==> config.mk <==
export PLATFORM = sky130hd
export DESIGN_NAME = operand_addr_seq
export DESIGN_NICKNAME = d
export VERILOG_FILES = /design/src/rtl/config_pkg.sv /design/src/rtl/src_slot_next.sv /design/src/rtl/operand_addr_seq.sv
export SDC_FILE = /design/constraint.sdc
export NUM_CORES = 1
export LEC_CHECK = 0
export ABC_CLOCK_PERIOD_IN_PS = 5700
export CORE_UTILIZATION = 52
export CTS_CLUSTER_DIAMETER = 80
export DETAILED_ROUTE_END_ITERATION = 10
export GPL_TIMING_DRIVEN = 0
export PLACE_DENSITY = 0.81
export SETUP_SLACK_MARGIN = 0.02
export SYNTH_ARGS = -nofsm -noshare
export SYNTH_HDL_FRONTEND = slang
export SYNTH_SLANG_ARGS = --single-unit
export TNS_END_PERCENT = 30
==> constraint.sdc <==
create_clock -name clk_i -period 5.7 [get_ports clk_i]
set_clock_uncertainty 0.2 [all_clocks]
set_input_delay 1.14 -clock clk_i [delete_from_list [all_inputs] [get_ports clk_i]]
set_output_delay 1.14 -clock clk_i [all_outputs]
set_load 0.1 [all_outputs]
==> src/rtl/config_pkg.sv <==
// Shared configuration for the operand read-address sequencer: default sizes,
// the latched micro-instruction record and the FSM state encoding.
package config_pkg;

    localparam int DEF_NUM_SRC  = 3;
    localparam int DEF_ADDR_W   = 5;
    localparam int DEF_MAX_GRP  = 8;
    localparam int DEF_OPCODE_W = 8;
    localparam int DEF_SLOT_W   = (DEF_NUM_SRC > 1) ? $clog2(DEF_NUM_SRC) : 1;
    localparam int DEF_GRP_W    = (DEF_MAX_GRP > 1) ? $clog2(DEF_MAX_GRP) : 1;

    // Field widths follow the package defaults; instances keep their parameters in step.
    typedef struct packed {
        logic [DEF_OPCODE_W-1:0]                opcode;
        logic [DEF_NUM_SRC-1:0][DEF_ADDR_W-1:0] vrs;
        logic [DEF_NUM_SRC-1:0]                 src_en;
        logic [DEF_GRP_W-1:0]                   grp_len;
    } seq_uinstr_t;

    typedef enum logic [1:0] {
        IDLE  = 2'd0,
        ISSUE = 2'd1,
        PUSH  = 2'd2
    } seq_state_e;

endpackage

==> src/rtl/src_slot_next.sv <==
// Finds the lowest enabled operand slot strictly above the current slot;
// none_o is raised when no enabled slot remains above it.
module src_slot_next #(
    parameter int NUM_SRC = 3,
    parameter int SLOT_W  = 2
) (
    input  logic [NUM_SRC-1:0] mask_i,
    input  logic [SLOT_W-1:0]  cur_i,
    output logic [SLOT_W-1:0]  next_o,
    output logic               none_o
);

    // Priority search from the top down so the lowest qualifying slot wins.
    always_comb begin
        next_o = '0;
        none_o = 1'b1;
        for (int i = NUM_SRC - 1; i >= 0; i--) begin
            next_o = (mask_i[i] && (i > int'(cur_i))) ? SLOT_W'(i) : next_o;
            none_o = none_o & ~(mask_i[i] && (i > int'(cur_i)));
        end
    end

endmodule

==> src/rtl/operand_addr_seq.sv <==
// Operand read-address sequencer: latches one micro-instruction, issues a read
// address for every register of every enabled source group, then pushes the opcode.
module operand_addr_seq
    import config_pkg::*;
#(
    parameter int NUM_SRC  = DEF_NUM_SRC,
    parameter int ADDR_W   = DEF_ADDR_W,
    parameter int MAX_GRP  = DEF_MAX_GRP,
    parameter int OPCODE_W = DEF_OPCODE_W,
    localparam int SLOT_W  = (NUM_SRC > 1) ? $clog2(NUM_SRC) : 1,
    localparam int GRP_W   = (MAX_GRP > 1) ? $clog2(MAX_GRP) : 1
) (
    input  logic                clk_i,
    input  logic                arst_i,
    input  logic                uinstr_valid_i,
    output logic                uinstr_ready_o,
    input  seq_uinstr_t         uinstr_i,
    output logic                rd_addr_valid_o,
    input  logic                rd_addr_ready_i,
    output logic [ADDR_W-1:0]   rd_addr_o,
    output logic [SLOT_W-1:0]   rd_src_o,
    output logic                rd_last_o,
    output logic                op_valid_o,
    input  logic                op_ready_i,
    output logic [OPCODE_W-1:0] op_data_o,
    output logic                busy_o
);

    seq_state_e          state_q, state_d;
    seq_uinstr_t         uinstr_q, uinstr_d;
    logic [SLOT_W-1:0]   s_q, s_d;
    logic [GRP_W-1:0]    k_q, k_d;

    logic                uinstr_ready_q, uinstr_ready_d;
    logic                rd_valid_q, rd_valid_d;
    logic [ADDR_W-1:0]   rd_addr_q, rd_addr_d;
    logic [SLOT_W-1:0]   rd_src_q, rd_src_d;
    logic                rd_last_q, rd_last_d;
    logic                op_valid_q, op_valid_d;
    logic [OPCODE_W-1:0] op_data_q, op_data_d;
    logic                busy_q, busy_d;

    logic [SLOT_W-1:0]   first_slot_s, next_slot_s, hi_slot_s;
    logic                first_none_s, next_none_s;

    // Slot 0 is tested directly, so the search from slot 0 yields the first slot above it.
    src_slot_next #(
        .NUM_SRC (NUM_SRC),
        .SLOT_W  (SLOT_W)
    ) u_first (
        .mask_i  (uinstr_i.src_en),
        .cur_i   ({SLOT_W{1'b0}}),
        .next_o  (first_slot_s),
        .none_o  (first_none_s)
    );

    src_slot_next #(
        .NUM_SRC (NUM_SRC),
        .SLOT_W  (SLOT_W)
    ) u_next (
        .mask_i  (uinstr_q.src_en),
        .cur_i   (s_q),
        .next_o  (next_slot_s),
        .none_o  (next_none_s)
    );

    // Sequencer next state: accept, walk slots and group registers, push opcode.
    always_comb begin
        state_d  = state_q;
        uinstr_d = uinstr_q;
        s_d      = s_q;
        k_d      = k_q;
        case (state_q)
            IDLE: begin
                if (uinstr_valid_i) begin
                    uinstr_d = uinstr_i;
                    k_d      = '0;
                    if (uinstr_i.src_en[0] || !first_none_s) begin
                        state_d = ISSUE;
                        s_d     = uinstr_i.src_en[0] ? {SLOT_W{1'b0}} : first_slot_s;
                    end else begin
                        state_d = PUSH;
                        s_d     = '0;
                    end
                end else begin
                    state_d = IDLE;
                end
            end
            ISSUE: begin
                if (rd_addr_ready_i) begin
                    if (k_q < uinstr_q.grp_len) begin
                        k_d = k_q + GRP_W'(1'b1);
                    end else begin
                        k_d = '0;
                        if (next_none_s) begin
                            state_d = PUSH;
                            s_d     = '0;
                        end else begin
                            s_d = next_slot_s;
                        end
                    end
                end else begin
                    state_d = ISSUE;
                end
            end
            PUSH: begin
                if (op_ready_i) begin
                    state_d = IDLE;
                end else begin
                    state_d = PUSH;
                end
            end
            default: begin
                state_d = IDLE;
                s_d     = '0;
                k_d     = '0;
            end
        endcase
    end

    // Highest enabled slot of the instruction held in the next cycle.
    always_comb begin
        hi_slot_s = '0;
        for (int i = 0; i < NUM_SRC; i++) begin
            hi_slot_s = uinstr_d.src_en[i] ? SLOT_W'(i) : hi_slot_s;
        end
    end

    // Output values for the next cycle, derived from next state so outputs come straight from flops.
    always_comb begin
        uinstr_ready_d = (state_d == IDLE);
        rd_valid_d     = (state_d == ISSUE);
        op_valid_d     = (state_d == PUSH);
        busy_d         = (state_d != IDLE);
        if (state_d == ISSUE) begin
            rd_addr_d = uinstr_d.vrs[s_d] + ADDR_W'(k_d);
            rd_src_d  = s_d;
            rd_last_d = (k_d == uinstr_d.grp_len) && (s_d == hi_slot_s);
        end else begin
            rd_addr_d = '0;
            rd_src_d  = '0;
            rd_last_d = 1'b0;
        end
        if (state_d == PUSH) begin
            op_data_d = uinstr_d.opcode;
        end else begin
            op_data_d = '0;
        end
    end

    // State, latched instruction, counters and output registers.
    always_ff @(posedge clk_i or posedge arst_i) begin
        if (arst_i) begin
            state_q        <= IDLE;
            uinstr_q       <= '0;
            s_q            <= '0;
            k_q            <= '0;
            uinstr_ready_q <= 1'b1;
            rd_valid_q     <= 1'b0;
            rd_addr_q      <= '0;
            rd_src_q       <= '0;
            rd_last_q      <= 1'b0;
            op_valid_q     <= 1'b0;
            op_data_q      <= '0;
            busy_q         <= 1'b0;
        end else begin
            state_q        <= state_d;
            uinstr_q       <= uinstr_d;
            s_q            <= s_d;
            k_q            <= k_d;
            uinstr_ready_q <= uinstr_ready_d;
            rd_valid_q     <= rd_valid_d;
            rd_addr_q      <= rd_addr_d;
            rd_src_q       <= rd_src_d;
            rd_last_q      <= rd_last_d;
            op_valid_q     <= op_valid_d;
            op_data_q      <= op_data_d;
            busy_q         <= busy_d;
        end
    end

    assign uinstr_ready_o  = uinstr_ready_q;
    assign rd_addr_valid_o = rd_valid_q;
    assign rd_addr_o       = rd_addr_q;
    assign rd_src_o        = rd_src_q;
    assign rd_last_o       = rd_last_q;
    assign op_valid_o      = op_valid_q;
    assign op_data_o       = op_data_q;
    assign busy_o          = busy_q;

endmodule

* Word-level counts from Yosys, hierarchy flattened *
Index checks and enable logic that the tools add are counted.

word-level totals
  register bits after elaboration = 56
  input port bits = 34
  memories kept = 0
  memory bits (read-only) = 0
  logic and storage cells = 77
  bits in latches = 0
  memory bits (writable) = 0
  output and inout bits = 20

cells by class
  bitwise operators = 6
  divide/modulo/power cells = 0
  magnitude comparators = 4
  multiply operators = 0
  muxes and demuxes = 32
  add/sub/neg operators = 2
  shift-type cells = 0
  reduce and logical (&&, ||, !) cells = 9
  equality and inequality tests = 6

operators with widths
  operator             number
  $mux 29              2
  $mux 2               18
  $pmux 2 s3           2
  $bmux 5 s2           1
  $mux 5               2
  $mux 3               3
  $pmux 3 s3           1
  $mux 8               1
  $add 5x3->5          1
  $eq 2x1->1 const B   2
  $eq 2x2->1 const B   2
  $logic_not 2->1      2
  $not 1->1            4
  $add 3x1->3 const B  1
  $eq 3x3->1           1
  $logic_and 1x1->1    3
  $lt 2x3->1 const B   1
  $lt 3x3->1           1
  $and 1x1->1          2
  $eq 2x2->1           1
  $gt 1x2->1 const A   1
  $gt 2x2->1 const A   1
  $mux 1               2
  $reduce_and 2->1     1
  3 further kinds      3

* Longest topological paths before layout *
Gate-level depths: netlist of the first run.

  word-level depth = 12
  gate-level depth with buffers = 16
  gate-level depth less buffers = 15

* Cells and area by module *
From an unflattened synthesis of the first run, not the netlist that was laid out.

unflattened totals
  cell total of the unflattened synthesis = 214
  area, all modules = 2627.5 um^2

modules (own cells, without submodules)
  module            area each (um^2)  sequential area each (um^2)  cells an instance  instances
  operand_addr_seq  2532.4            1402.6                       206                1
  src_slot_next     47.5              0.0                          4                  2

* Least setup slack after synthesis of the first run *
No wires, ideal clock.

  path type = input-to-reg
  start = in uinstr_valid_i
  end = reg rd_addr_q[4], in the netlist rd_addr_o[4]
  setup slack = 2.025 ns
  buffers on the path = 2
  required time = 5.382 ns
  arrival = 3.356 ns
  cell stages on the path = 12
  library setup time = 0.118 ns
  cells stage by stage = nor3b_2 buf_4 buf_2 mux2_2 mux2i_1 o21ai_0 ha_1 fa_1 a21oi_1 a211oi_2 xor2_1 nor2_1

RTL lines
  element               RTL line                 source
  start, declared       operand_addr_seq.sv:15   input logic uinstr_valid_i,
  end signal, assigned  operand_addr_seq.sv:173  rd_addr_q <= rd_addr_d;
  end, declared         operand_addr_seq.sv:36   logic [ADDR_W-1:0] rd_addr_q, rd_addr_d;

==> impl_summary.md, run 1 <==
Synth
In this run, synthesis produced a sequential element count of 55. In the post-synthesis netlist, the biggest area contributors are sky130_fd_sc_hd__dfrtp_1, sky130_fd_sc_hd__mux2_2, sky130_fd_sc_hd__mux2i_1. By area, the combinational part of the netlist is dominated by multiplexers. The area share of xor/xnor cells in the synthesized design is 0.0243. Of the total synthesized cell area, the portion taken by full adders, half adders and majority gates is 0.0377. The post-synthesis share of cell area spent on and, or, nand and nor gates is 0.128. The compound-cell area share of the yosys netlist is 0.0887.

A synthesized cell averages 12.0 sq um. Counting every instance in the synthesized netlist gives 210. The area fraction of the dominant cell type after synthesis is 0.535.

Of the post-synthesis cell area, the part taken by muxes is 0.134. The sequential-to-total area share from yosys stat is 0.546. The number of nets handed over by synthesis was between 200 and 300. Counting distinct cell types in the post-synthesis netlist gives between 40 and 50.

The number of warnings reported in the yosys synthesis log is 0. The most area-hungry cell type in the Yosys netlist is sky130_fd_sc_hd__dfrtp_1. The cell area after technology mapping is about 2500 sq um.

Timing
In this run the tightest slew margin relative to its limit is 0.341. The maximum frequency from static timing analysis is 234 MHz. The period utilization is 0.748. Setup violations remaining at the end of the flow were counted as 0.

Setup repair after global routing left no endpoint under its margin. The minimum period implied by the final worst setup slack is roughly 4.3 ns. The final-layout setup total negative slack is 0 ns.

The worst hold slack is around 0.29 ns. The max-slew violation total from the final report is 0. For the pin with the worst max-slew slack, the measured transition is 0.986 ns. The hold violation total from the final report came to 0.

Worst setup path
The critical path is of the in -> reg type. The signal arrival time at the worst endpoint is roughly 4.3 ns. The startpoint type of the worst setup path is an input pin. STA puts the critical path data required time at approximately 5.7 ns.

The type of destination of the critical path is a register. Of all nets on the critical path, the largest fanout is 10.

Floorplanning
The core outline area is ~4500 sq um. Measured along the y axis, the die boundary spans slightly above 70 um. Measured along the x axis, the die boundary spans ~70 um. The floorplan step defined a die boundary enclosing roughly 5100 sq um.

The initial utilization of the core area, before any placement, comes to 0.561. 54 I/O pins were placed. Row generation in the floorplan step produced 24 rows.

Clock tree
The number of buffers on the longest clock path is 2. The CTS clock-pin slew for the worst setup and hold paths is roughly 0.10 ns. The number of hold buffers added after CTS was 0. The CTS root buffer is sky130_fd_sc_hd__clkbuf_8. The clock buffer count from CTS is 5. In this run the post-CTS setup repair buffer count came out at 0. Clock tree synthesis found a total of 55 sinks. The depth of the CTS H-tree is 2.

The number of gates resized after CTS was 0. The clock network latency to the later pin of the worst-skew pair is about 0.3 ns. The clock tree from TritonCTS is done.

Min path
The min-delay analysis places its worst path in the category reg -> reg.

Final layout
The library cell used most frequently in the layout, excluding fill and tap cells, is sky130_fd_sc_hd__dfrtp_1. In the final layout, the share of cells above drive strength 1 is 0.188. Leaving out fill and tap cells, the most frequent cells in the layout are sky130_fd_sc_hd__dfrtp_1, sky130_fd_sc_hd__clkdlybuf4s50_1, sky130_fd_sc_hd__mux2_2. The repair_antennas step left the layout with diodes totalling 0. The final layout net count is 311.

The area growth from synthesis to layout is 28.3%.

Pwr
Summed over all cells, the static leakage comes to about 1.5 nW. The worst IR drop on VDD is 0.319 mV. For this design the ratio of total power to cell area is roughly 630 nW/um^2.

Detailed routing
The number of routed nets with antenna violations is 0. Dividing the detail-routed wire length by the instance count gives around 14 um. The detailed router finished its first iteration with 59 violations.

The detailed router placed 1690 vias in this run. After detailed routing, the number of vias per cell comes to roughly 5.2. The first detailed-routing pass took 4 iterations. The total wirelength of the detailed-routed design is 4590 um. The residual DRC count is 0.

Flow run
The count of maximum capacitance violations is 0.

Place
The estimated wirelength of the detail-placed design is 3490 um. The quantity of I/O buffers inserted on ports is 52. The final weighted congestion in routability-driven placement is 0.871.

Global route
The total congestion overflow is 0. In the global route stage, overall resource usage came out at 0.200. The wire length of the first global-routing pass is between 7000 and 8000 um. The via count of the first global-routing pass was between 1500 and 2000. The number of antenna violations at the first check in global routing came to 0. Entering global routing, the biggest net connects 38 pins.

Outcome
The run finished with clean final reports.
[Yosys cell counts]
library cell,instances
sky130_fd_sc_hd__or3_1,1
sky130_fd_sc_hd__nor2_1,10
sky130_fd_sc_hd__a21o_1,2
sky130_fd_sc_hd__xor2_1,3
sky130_fd_sc_hd__nor3_1,2
sky130_fd_sc_hd__a31oi_1,1
sky130_fd_sc_hd__mux2i_1,8
sky130_fd_sc_hd__nor3b_1,1
sky130_fd_sc_hd__a21oi_2,2
sky130_fd_sc_hd__nor3_4,1
sky130_fd_sc_hd__o41ai_1,1
sky130_fd_sc_hd__nand2b_1,3
sky130_fd_sc_hd__buf_2,5
sky130_fd_sc_hd__a21oi_1,8
sky130_fd_sc_hd__o22ai_1,1
sky130_fd_sc_hd__dfrtp_1,54
sky130_fd_sc_hd__o22a_1,2
sky130_fd_sc_hd__o21a_1,1
sky130_fd_sc_hd__dfstp_2,1
sky130_fd_sc_hd__fa_1,1
sky130_fd_sc_hd__nor3b_2,1
sky130_fd_sc_hd__o21ai_1,1
sky130_fd_sc_hd__nor3_2,1
sky130_fd_sc_hd__mux2_2,23
sky130_fd_sc_hd__and3_1,2
sky130_fd_sc_hd__o21ai_0,9
sky130_fd_sc_hd__nor4b_1,1
sky130_fd_sc_hd__inv_2,1
sky130_fd_sc_hd__xnor2_1,4
sky130_fd_sc_hd__a311oi_4,1
sky130_fd_sc_hd__ha_1,6
sky130_fd_sc_hd__nand2_1,8
sky130_fd_sc_hd__nor2b_1,12
sky130_fd_sc_hd__buf_4,3
sky130_fd_sc_hd__or2_1,1
sky130_fd_sc_hd__inv_1,13
sky130_fd_sc_hd__and2_1,3
sky130_fd_sc_hd__nand3_1,6
sky130_fd_sc_hd__nand3b_1,2
sky130_fd_sc_hd__clkbuf_1,1
sky130_fd_sc_hd__nor2b_2,1
sky130_fd_sc_hd__o21ai_4,1
sky130_fd_sc_hd__a211oi_2,1
[cell families (layout without fill, tap and decap cells)]
kind of cell	count (synthesis)	count (layout)
AO/OA/AOI/OAI	31	31
XOR/XNOR	7	7
adder cells (fa/ha/maj)	7	7
buffers and inverters	23	84
flip-flops	55	55
multiplexers	31	31
AND/OR/NAND/NOR	56	56
[stage by stage]
stage | instance area [sq um] | instances | setup WS [ns] | utilization | total power, mW
6_report | 3240 | 323 | 1.44 | 0.719 | 2.05
5_1_grt | 3240 | 323 | 1.23 | 0.719 | 2.19
4_1_cts | 3240 | 323 | 1.44 | 0.719 | 2.07
3_5_place_dp | 3130 | 315 | 1.13 | 0.695 | 1.82
3_3_place_gp | 3110 | 314 | 1.13 | 0.691 | 1.79
2_1_floorplan | 2520 | 210 | 2.03 | - | 1.56
[sequential cells by signal, indices dropped and copies added, names as in the netlist]
| name | count |
|---|---|
| busy_o | 1 |
| k_q | 3 |
| op_data_o | 8 |
| op_valid_o | 1 |
| rd_addr_o | 5 |
| rd_addr_valid_o | 1 |
| rd_last_o | 1 |
| rd_src_o | 2 |
| s_q | 2 |
| state_q | 2 |
| uinstr_q | 28 |
| uinstr_ready_o | 1 |
[worst max-delay path: stages]
cell                              delay (ns)
sky130_fd_sc_hd__clkdlybuf4s50_1        0.48
sky130_fd_sc_hd__nor3b_2                0.36
sky130_fd_sc_hd__buf_4                  0.27
sky130_fd_sc_hd__buf_2                  0.27
sky130_fd_sc_hd__mux2_2                 0.38
sky130_fd_sc_hd__mux2i_1                0.16
sky130_fd_sc_hd__o21ai_0                0.10
sky130_fd_sc_hd__ha_1                   0.22
sky130_fd_sc_hd__fa_1                   0.41
sky130_fd_sc_hd__a21oi_1                0.20
sky130_fd_sc_hd__a211oi_2               0.07
sky130_fd_sc_hd__xor2_1                 0.14
sky130_fd_sc_hd__nor2_1                 0.06
[power by group]
group          switching [mW]  internal (mW)
clock network           0.118          0.131
registers              0.0552          0.561
logic                   0.763          0.426
total                   0.936           1.12
[final timing paths]
| kind | slack [ns] | cells after the start | start | to |
|---|---|---|---|---|
| worst min register to register | 0.29 | 2 | uinstr_q[9]$_DFF_PP0_ | uinstr_q[9]$_DFF_PP0_ |
| worst max register to register | 2.18 | 14 | k_q[2]$_DFF_PP0_ | rd_addr_o[4]$_DFF_PP0_ |
| max in group asynchronous | 3.76 | 3 | arst_i | uinstr_ready_o$_DFF_PP1_ |
| min in group asynchronous | 0.95 | 2 | arst_i | uinstr_q[9]$_DFF_PP0_ |
| worst min-delay path | 0.29 | 2 | uinstr_q[9]$_DFF_PP0_ | uinstr_q[9]$_DFF_PP0_ |
| worst max-delay path | 1.44 | 13 | uinstr_valid_i | rd_addr_o[4]$_DFF_PP0_ |
[final cells by class]
type | instances | area (sq um)
sequential | 55 | 1380
fill | 327 | 1260
multi-input combinational | 132 | 1040
timing repair buffer | 53 | 541
clock buffer | 6 | 72.6
tap | 52 | 65.1
inverter | 14 | 52.6
buffer | 9 | 51.3
clock inverter | 2 | 37.5
[routing by layer]
layer | GRT usage | part of all wire | routed length, um | up-vias
met5 | 0 | 0 | 0 | -
met2 | 0.331 | 0.51 | 2330 | 35
met4 | 0.0523 | 0.0098 | 45 | 0
li1 | - | - | - | 833
met3 | 0.0450 | 0.032 | 149 | 5
met1 | 0.269 | 0.45 | 2060 | 817
Power figures use the tool's default switching activity.
==> run 2, diff against run 1 <==
Settings changed: ABC_CLOCK_PERIOD_IN_PS 5700 to 4450, CORE_UTILIZATION 52 to 50, PLACE_DENSITY 0.81 to 0.79.
Clock period 5.7 ns to 4.45 ns, I/O delays scaled along.
==> run 2 against run 1 <==
- via count up 0.89%
- sequential power up 29%
- global-route usage up 0.11 points
- first-iteration DRC count up 37%
- register-to-register slack worse by 1.2 ns
- power up 29%
- clock-buffer cell count unchanged
- non-clock buffer count unchanged
- largest power group unchanged
==> impl_summary.md, run 2 (synthesis gave the netlist of run 1 again) <==
Clock tree
The post-cts repair resize count is 0. The tree is rooted in a sky130_fd_sc_hd__clkbuf_8. After clock tree synthesis, the clock-pin slew on the worst setup and hold paths is ~0.10 ns. TritonCTS built the clock tree. In this run, post-CTS hold repair placed 0 buffers. In this run the deepest clock path goes through 2 buffers. The number of sinks on the clock net is between 50 and 60. The number of setup buffers added after CTS is 0. The clock buffer count from CTS is 5. The clock network latency to the later pin of the worst-skew pair is 0.30 ns.

The clock tree synthesis step divided the H-tree into 2 levels.

Detailed routing
In this run the remaining antenna-violating nets after routing total 0. The number of optimization iterations in the first detailed-route pass is 4. The total wirelength of the detailed-routed design is between 4000 and 5000 um. The post-detailed-route wirelength per cell is about 14 um. The number of vias per cell is a little over 5.

The residual DRC count is 0. The number of vias after detailed routing is approximately 1700. In this run, the number of DRC markers left after iteration 0 of detailed routing was ~80.

Worst setup path
The largest fanout on the critical path is 10. The worst flop-to-flop path startpoint is k_q[2]$_DFF_PP0_. In this run the critical register-to-register path is captured at rd_addr_o[4]$_DFF_PP0_. The type of destination of the critical path is a register. The data required time of the worst path is about 4.5 ns. The signal arrival time at the worst endpoint is a little under 4 ns. The slack of the worst reg-to-reg path is 0.99 ns.

STA classifies the critical path startpoint as an input pin. The type of the worst setup path is in -> reg. The path depth of the worst reg2reg path is 14.

Final layout
More flip-flops sit in one register than any other, and that register is uinstr_q. The most common cell after layout, fill and taps aside is sky130_fd_sc_hd__dfrtp_1. The repair_antennas step left the layout with diodes totalling 0. The final layout net count is roughly 310. The register with the most flip-flops in the layout has 28 of them. The share of final-layout standard cells stronger than drive strength 1 is 0.188.

The number of cells in the finished layout apart from fillers is between 300 and 400. In the layout the commonest cells are sky130_fd_sc_hd__dfrtp_1, sky130_fd_sc_hd__clkdlybuf4s50_1, sky130_fd_sc_hd__mux2_2. Relative to the synthesized area, the layout overhead comes to 29.1%.

Pwr
In this run the static leakage power is around 1.5 nW. Across the VDD grid, the largest voltage drop is 0.398 mV. Power spread over the standard cell area amounts to slightly above 800 nW/um^2.

Floorplanning
The die span in y is between 70 and 80 um. 54 I/O pins were placed. Measured along the x axis, the die boundary spans approximately 73 um.

For this configuration, the core starts out at a cell density of 0.528. The die covers 5340 sq um. After floorplanning, the core was divided into 25 placement rows.

The core outline area is about 4800 sq um.

Timing
Adding up every negative setup slack in the final design gives 0 ns. For the pin with the worst max-slew slack, the measured transition is a little under 1 ns. The hold violation total from the final report is 0.

The max-slew violation total from the final report came to 0. The minimum period implied by the final worst setup slack is just under 4 ns. Setup repair after global routing left no endpoint under its margin. The period utilization is 0.894. The worst slew margin relative to its limit is 0.342. Setup violations remaining at the end of the flow were counted as 0.

The maximum frequency from static timing analysis is ~250 MHz.

Global route
The via count of the first global-routing pass is 1773. The total congestion overflow is 0. The first global-routing pass estimated 8100 um of wire. The maximum number of pins on one net before global-route repair is 33. The number of antenna violations at the first check in global routing is 0. The total global routing track utilization is 0.201.

Place
Buffers placed on the I/O ports in this run total 52. After detailed placement, the design holds a cell count of 330. The final weighted congestion in routability-driven placement is about 0.87. The estimated wirelength of the detail-placed design is ~3500 um.

Min path
The tightest min-delay check is of the reg -> reg type. The hold-critical path depth is 2. The path with the worst hold slack has its endpoint at uinstr_q[14]$_DFF_PP0_. The launch instance of the worst min-delay path is uinstr_q[14]$_DFF_PP0_.

Flow run
Across the run, the number of max-cap violations was 0.

Outcome
The flow ran to the end, and the final reports show no timing, DRC or antenna violations.
run 2: layer usage:
metal | wire length, um | GRT usage | vias up | share of wire
met4 | 45 | 0.0545 | 0 | 0.0096
met2 | 2370 | 0.341 | 29 | 0.51
met5 | 0 | 0 | - | 0
met1 | 2110 | 0.263 | 843 | 0.45
met3 | 158 | 0.0428 | 5 | 0.034
li1 | - | - | 828 | -
run 2: stage by stage:
stage / utilization / worst slack [ns] / hold WS [ns] / cell area (sq um) / power, mW
after CTS: 0.681 / 0.431 / 0.299 / 3260 / 2.66
final: 0.681 / 0.471 / 0.297 / 3260 / 2.64
after detailed placement: 0.658 / 0.103 / 0.272 / 3150 / 2.33
after global routing: 0.681 / 0.239 / 0.324 / 3260 / 2.81
after floorplan: - / 1.03 / 0.243 / 2520 / 2.00
after global placement: 0.654 / 0.128 / 0.261 / 3130 / 2.29
run 2: cell type report:
class                      count  area [sq um]
inverter                      14          52.6
sequential                    55          1380
fill                         391          1530
timing repair buffer          53           541
multi-input combinational    132          1040
clock inverter                 2          37.5
clock buffer                   6          72.6
buffer                         9          51.3
tap                           67          83.8
run 2: worst max-delay path by stage:
stage	slack, ns	depth (start not counted)	from	end
after global routing	0.24	13	uinstr_valid_i	rd_addr_o[4]$_DFF_PP0_
after CTS	0.43	13	uinstr_valid_i	rd_addr_o[4]$_DFF_PP0_
after global placement	0.13	13	uinstr_valid_i	rd_addr_o[4]$_DFF_PP0_
final	0.47	13	uinstr_valid_i	rd_addr_o[4]$_DFF_PP0_
after detailed placement	0.10	13	uinstr_valid_i	rd_addr_o[4]$_DFF_PP0_
after floorplan	1.03	12	uinstr_valid_i	rd_addr_o[4]$_DFF_PP0_
run 2: power breakdown:
part	leakage [nW]	internal (mW)	total, mW	switching (mW)
Combinational	0.735	0.545	1.52	0.979
Clock	0.0514	0.168	0.325	0.157
Sequential	0.685	0.718	0.792	0.0738
run 2: critical path: stages:
cell and delay [ns]:
sky130_fd_sc_hd__clkdlybuf4s50_1 0.49, sky130_fd_sc_hd__nor3b_2 0.37, sky130_fd_sc_hd__buf_4 0.27, sky130_fd_sc_hd__buf_2 0.27, sky130_fd_sc_hd__mux2_2 0.38, sky130_fd_sc_hd__mux2i_1 0.13, sky130_fd_sc_hd__o21ai_0 0.10, sky130_fd_sc_hd__ha_1 0.22
sky130_fd_sc_hd__fa_1 0.40, sky130_fd_sc_hd__a21oi_1 0.19, sky130_fd_sc_hd__a211oi_2 0.07, sky130_fd_sc_hd__xor2_1 0.15, sky130_fd_sc_hd__nor2_1 0.05
